--- config.mk ---
export PLATFORM = sky130hd
export DESIGN_NAME = ifetch_queue
export DESIGN_NICKNAME = d
export VERILOG_FILES = /design/src/rtl/ifetch_queue.sv
export SDC_FILE = /design/constraint.sdc
export NUM_CORES = 1
export LEC_CHECK = 0
export CORE_MARGIN = 10
export CORE_UTILIZATION = 53
export CTS_CLUSTER_SIZE = 40
export DETAILED_ROUTE_END_ITERATION = 7
export GPL_TIMING_DRIVEN = 0
export PLACE_DENSITY = 0.8
export SYNTH_ARGS = -nofsm -noshare
export SYNTH_HDL_FRONTEND = slang
export SYNTH_SLANG_ARGS = --single-unit
--- constraint.sdc ---
create_clock -name clock -period 7.5 [get_ports clock]
set_input_delay 0.75 -clock clock [delete_from_list [all_inputs] [get_ports clock]]
set_output_delay 0.75 -clock clock [all_outputs]
set_load 0.02 [all_outputs]
--- src/rtl/ifetch_queue.sv ---
// ---------------------------------------------------------------------------
// ifetch_queue
//
// Instruction fetch front end: walks the program counter line by line, asks
// the instruction cache for each line, and buffers the returned fetch groups
// in a small FIFO for the decode stage. A redirect (load_pc) flushes the FIFO
// and restarts fetching at the new target. Slots of the first group after a
// redirect that lie below the target word are marked invalid.
//
// Ports
//   clock             single clock, all state on the rising edge
//   reset_n           asynchronous active-low reset
//   cache_addr        fetch address (the current pc)
//   cache_rd          fetch request, high while not redirecting and not full
//   cache_data        line data, word 0 in the MSBs
//   cache_waitrequest request not accepted / data invalid while high
//   load_pc           redirect strobe, wins over everything else
//   new_pc            redirect target, bits [1:0] ignored
//   out_valid         head fetch group present
//   out_ready         consumer accepts the head group
//   inst_word         head group words, word 0 in the MSBs
//   inst_valid        per-slot valid, bit i is slot i
//   pc_out            per-slot pc, slot 0 in the MSBs
// ---------------------------------------------------------------------------
module ifetch_queue #(
  parameter int unsigned FETCH_WIDTH = 4,
  parameter int unsigned QUEUE_DEPTH = 4,
  parameter logic [31:0] RESET_PC    = 32'h0000_0000
) (
  input  logic                     clock,
  input  logic                     reset_n,
  output logic [31:0]              cache_addr,
  output logic                     cache_rd,
  input  logic [32*FETCH_WIDTH-1:0] cache_data,
  input  logic                     cache_waitrequest,
  input  logic                     load_pc,
  input  logic [31:0]              new_pc,
  output logic                     out_valid,
  input  logic                     out_ready,
  output logic [32*FETCH_WIDTH-1:0] inst_word,
  output logic [FETCH_WIDTH-1:0]   inst_valid,
  output logic [32*FETCH_WIDTH-1:0] pc_out
);

  // OFF is the number of byte-offset bits inside one cache line; the word
  // index within the line is pc[OFF-1:2] and the line tag is pc[31:OFF].
  localparam int unsigned OFF  = $clog2(FETCH_WIDTH) + 2;
  localparam int unsigned IDXW = OFF - 2;
  localparam int unsigned TAGW = 32 - OFF;
  localparam int unsigned PTRW = $clog2(QUEUE_DEPTH);
  localparam int unsigned CNTW = PTRW + 1;
  localparam logic [CNTW-1:0] FULL_COUNT = CNTW'(QUEUE_DEPTH);

  logic [31:0]     pc_q, pc_d;
  logic [CNTW-1:0] count_q, count_d;
  logic [PTRW-1:0] head_q, head_d;
  logic [PTRW-1:0] tail_q, tail_d;

  // Entry storage. Only the line tag is kept per entry; the per-slot pcs are
  // rebuilt from it on the way out, since they differ only in the word index.
  logic [32*FETCH_WIDTH-1:0] words_q [QUEUE_DEPTH];
  logic [FETCH_WIDTH-1:0]    valid_q [QUEUE_DEPTH];
  logic [TAGW-1:0]           tag_q   [QUEUE_DEPTH];

  logic                 full;
  logic                 empty;
  logic                 accept;
  logic                 pop;
  logic [TAGW-1:0]      lineTag;
  logic [IDXW-1:0]      pcIdx;
  logic [FETCH_WIDTH-1:0] pushValid;

  assign lineTag = pc_q[31:OFF];
  assign pcIdx   = pc_q[OFF-1:2];

  assign full  = (count_q == FULL_COUNT);
  assign empty = (count_q == '0);

  // The request is withdrawn during a redirect so the stale line at the old
  // pc can never be pushed; a full queue also blocks the push even if a pop
  // is happening in the same cycle.
  assign cache_rd   = ~load_pc & ~full;
  assign accept     = cache_rd & ~cache_waitrequest;
  assign pop        = ~empty & out_ready & ~load_pc;
  assign cache_addr = pc_q;
  assign out_valid  = ~empty;

  // Slots below the current word index are not part of the instruction
  // stream (only relevant for the first line after a redirect, because
  // every accept moves pc to a line boundary).
  always_comb begin
    pushValid = '0;
    for (int i = 0; i < int'(FETCH_WIDTH); i++) begin
      pushValid[i] = (IDXW'(i) >= pcIdx);
    end
  end

  // Next-state logic for pc, occupancy and pointers. The redirect branch
  // overrides every other event, including a same-cycle pop.
  always_comb begin
    pc_d    = pc_q;
    count_d = count_q;
    head_d  = head_q;
    tail_d  = tail_q;
    if (load_pc) begin
      pc_d    = new_pc & ~32'h0000_0003;
      count_d = '0;
      head_d  = '0;
      tail_d  = '0;
    end else begin
      if (accept) begin
        pc_d   = {lineTag + TAGW'(1), {OFF{1'b0}}};
        tail_d = tail_q + PTRW'(1);
      end
      if (pop) begin
        head_d = head_q + PTRW'(1);
      end
      case ({accept, pop})
        2'b10:   count_d = count_q + CNTW'(1);
        2'b01:   count_d = count_q - CNTW'(1);
        default: count_d = count_q;
      endcase
    end
  end

  // Control state, cleared asynchronously.
  always_ff @(posedge clock or negedge reset_n) begin
    if (!reset_n) begin
      pc_q    <= RESET_PC;
      count_q <= '0;
      head_q  <= '0;
      tail_q  <= '0;
    end else begin
      pc_q    <= pc_d;
      count_q <= count_d;
      head_q  <= head_d;
      tail_q  <= tail_d;
    end
  end

  // Entry storage has no reset: the outputs are forced to zero while the
  // queue is empty, so stale contents are never observed.
  always_ff @(posedge clock) begin
    if (accept) begin
      words_q[tail_q] <= cache_data;
      valid_q[tail_q] <= pushValid;
      tag_q[tail_q]   <= lineTag;
    end
  end

  // Head group presentation, straight from storage with no path from
  // cache_data.
  always_comb begin
    inst_word  = '0;
    inst_valid = '0;
    pc_out     = '0;
    if (!empty) begin
      inst_word  = words_q[head_q];
      inst_valid = valid_q[head_q];
      for (int i = 0; i < int'(FETCH_WIDTH); i++) begin
        pc_out[32*(int'(FETCH_WIDTH)-i)-1 -: 32] = {tag_q[head_q], IDXW'(i), 2'b00};
      end
    end
  end

endmodule

==> impl_metrics.toml <==
[grt]
antenna_found_initial = 13
grt_pass1_wl_um = 96900
globalRouteOverflowTotal = 0
first_global_vias = 15449
grt_use_total_pct = 21.4
grt_max_degree = 58

[floorplan]
die_area_um2 = 60400
die_x_um = 246
core_area_um2 = 50300
start_util_pct = 53.7
die_h_um = 246
std_cell_rows = 82
top_level_ports = 459

[placed_design]
place.port_buffers = 442
pre_cts_slack_ps = 3190
gp_congestion = 0.909
place_hpwl_um = 44700

[clock_network]
ctsLongestPathBuffers = 3
h-tree-depth = 3
hold_buffers = 0
postCtsSetupRepairBufs = 0
ctsResizeCount = 0
cts_tree = "yes"
clock-sinks = 673
clock_latency_ps = 590
cts_root_buf = "clkbuf_16"
cts_buffers = 67
cts.clk_slew.worst_paths_ps = 60

[worst_setup_path]
worstReg2RegEnd = "words_q[2][22]"
criticalPathCategory = "reg -> out"
arrival_ps = 3980
rr_startpoint = "count_q[0]"
cp-start-kind = "flop"
r2r_slack_ps = 4500
crit_fanout = 10
cp.required_ps = 6750
r2r_cells = 6
end_kind = "output port"

[synthesis]
netlist_area_um2 = 27000
netlist_instances = 1379
synthTopCellsByArea = "edfxtp_1 (71%), mux4_2 (13%), and2_1 (3.7%)"
ys_types = 51
yosysTopAreaCell = "edfxtp_1"
syn-mean-instance-area_um2 = 19.6
ys_ff_latch = 673
synth_edf_count = 636
synth_async_sr_flop_share_pct = 5.50
synth_top_flop_cell = "edfxtp_1"
netlist.area_leader.share_pct = 70.7
seq_area_frac_synth_pct = 74.2
ys_warn_count = 0

[route]
finalWirelength_um = 65300
drt-initial-drc-count = 1226
wl_per_cell_um = 24.7
detail-route-antenna-nets = 0
viasPerCell = 5.52
drc_errors = 0
first_pass_iters = 6
vias = 14631

[sta]
holdWs_ps = 130
min_period_ps = 4730
slew_headroom_pct = 19.4
fmax_ghz = 0.211
tightest_slew_ps = 1210
post-route-period-util_pct = 63.1
hold_viol_final = 0
slew_violations = 0
finalSetupViolations = 0
final.setup.worst_slack_ps = 2770
rsz0062_at_grt = "no"
clock_skew_ps = 13.5

[power]
powerDensity_nw_per_um2 = 361
ir_worst_vdd_v = 0.000302
p_leak_nw = 11.5

[cells_and_area]
syn2layout_area_growth_pct = 29.2
fillers = 3152
final_layout_size_suffix_gt1_share_pct = 20.0
final_nets = 2087

[run_status]
status = "finished clean"

[run]
maxCapViolations = 0

[hold_path]
hold_class = "in -> async"
[through the flow]
step / power, W / instances / instance area [µm²] / util [%] / setup TNS (ps)
after CTS: 0.0127 / 2640 / 34800 / 69.3 / 0
after global routing: 0.0131 / 2642 / 34900 / 69.3 / 0
after global placement: 0.00939 / 2506 / 32300 / 64.3 / -999380
final: 0.0126 / 2649 / 34900 / 69.4 / 0
after floorplan: 0.00726 / 1392 / 27000 / - / 0
after detailed placement: 0.00942 / 2519 / 32700 / 65.0 / 0
[sequential cells by signal, indices dropped and copies added, names as in the netlist]
name,count
count_q,3
head_q,2
words_q,512
tail_q,2
tag_q,112
cache_addr,30
valid_q,12
[power by group]
part	switching, W	leakage [nW]	internal (W)
clock	0.00134	1.06	0.00198
sequential	0.000106	6.23	0.00438
combinational	0.00243	4.23	0.00236
[worst max-delay path, cell delays in order (launching register included)]
cell,delay [ps]
dfrtp_1,510
or3_1,160
clkbuf_1,460
clkbuf_1,950
clkbuf_1,430
and2_1,200
clkdlybuf4s50_1,680
[synthesized netlist by cell type, drive strengths merged (2+ instances only)]
library cell and instances:
edfxtp 636, o311ai 5, and4 5, xor2 4, nor2b 6, dfrtp 37, and2 162, clkbuf 41
xnor2 8, a21oi 3, or4b 2, mux4 159, nand2 37, mux2i 2, nand4 12, nand3 18
a31oi 4, o21ai 15, inv 12, nor3 3, nor2 17, or3b 2, ha 5, mux2 2
nor4 5, buf 132, o211ai 9, or4 6, o31ai 7, or3 3, and3 9
[how the worst max path moves through the flow]
stage                            from             end  slack [ps]  cells past startpoint
global placement    cache_waitrequest  words_q[0][61]       -1640                      4
floorplan                     load_pc     tag_q[0][0]        2140                      3
CTS                         head_q[0]   inst_word[88]        2560                      6
detailed placement          head_q[0]   inst_word[81]        3190                      6
global route               count_q[0]   inst_word[29]        2500                      6
finish                     count_q[0]   inst_word[29]        2770                      6
[cells by family (layout without fill, tap and decap cells)]
kind of cell,Yosys count,after routing,synth area share (%)
mux,163,163,13.4
simple gates,289,289,6.29
other cells,1,23,0.0139
xor+xnor,12,12,0.389
compound gates,50,50,1.27
buf+inv,185,761,4.15
fa+ha+maj,6,6,0.306
flops,673,673,74.2
[metal layers]
metal  part of all wire [%]  global-route usage (%)  wire length (µm)
met2                     50                    35.5             32900
met4                    2.1                    6.53              1370
met3                    9.2                    6.43              6020
met5                   0.11                       0                69
met1                     38                    26.8             24900
[cell usage in the layout, fill, tap and decap left out, types with 12 or more instances in the layout]
cell type	instances
inv_1	12
clkbuf_1	58
buf_2	17
clkbuf_16	73
mux4_2	159
clkdlybuf4s50_1	441
nand4_1	12
clkinv_1	14
and2_1	161
conb_1	14
edfxtp_1	636
nand3_1	17
dfrtp_1	37
nand2_1	36
nor2_1	17
buf_4	104
[cell type report]
| class | count | area [µm²] | area share [%] |
|---|---|---|---|
| multi-input cells | 534 | 5920 | 17.0 |
| diodes | 9 | 22.5 | 0.0646 |
| clock buffers | 90 | 1890 | 5.42 |
| well taps | 672 | 841 | 2.41 |
| repair buffers | 455 | 4750 | 13.6 |
| clock inverters | 31 | 295 | 0.847 |
| plain buffers | 173 | 1070 | 3.08 |
| inverters | 12 | 45.0 | 0.129 |
| flip-flops and latches | 673 | 20000 | 57.4 |
Note: power is estimated with default switching activity, not from simulation.
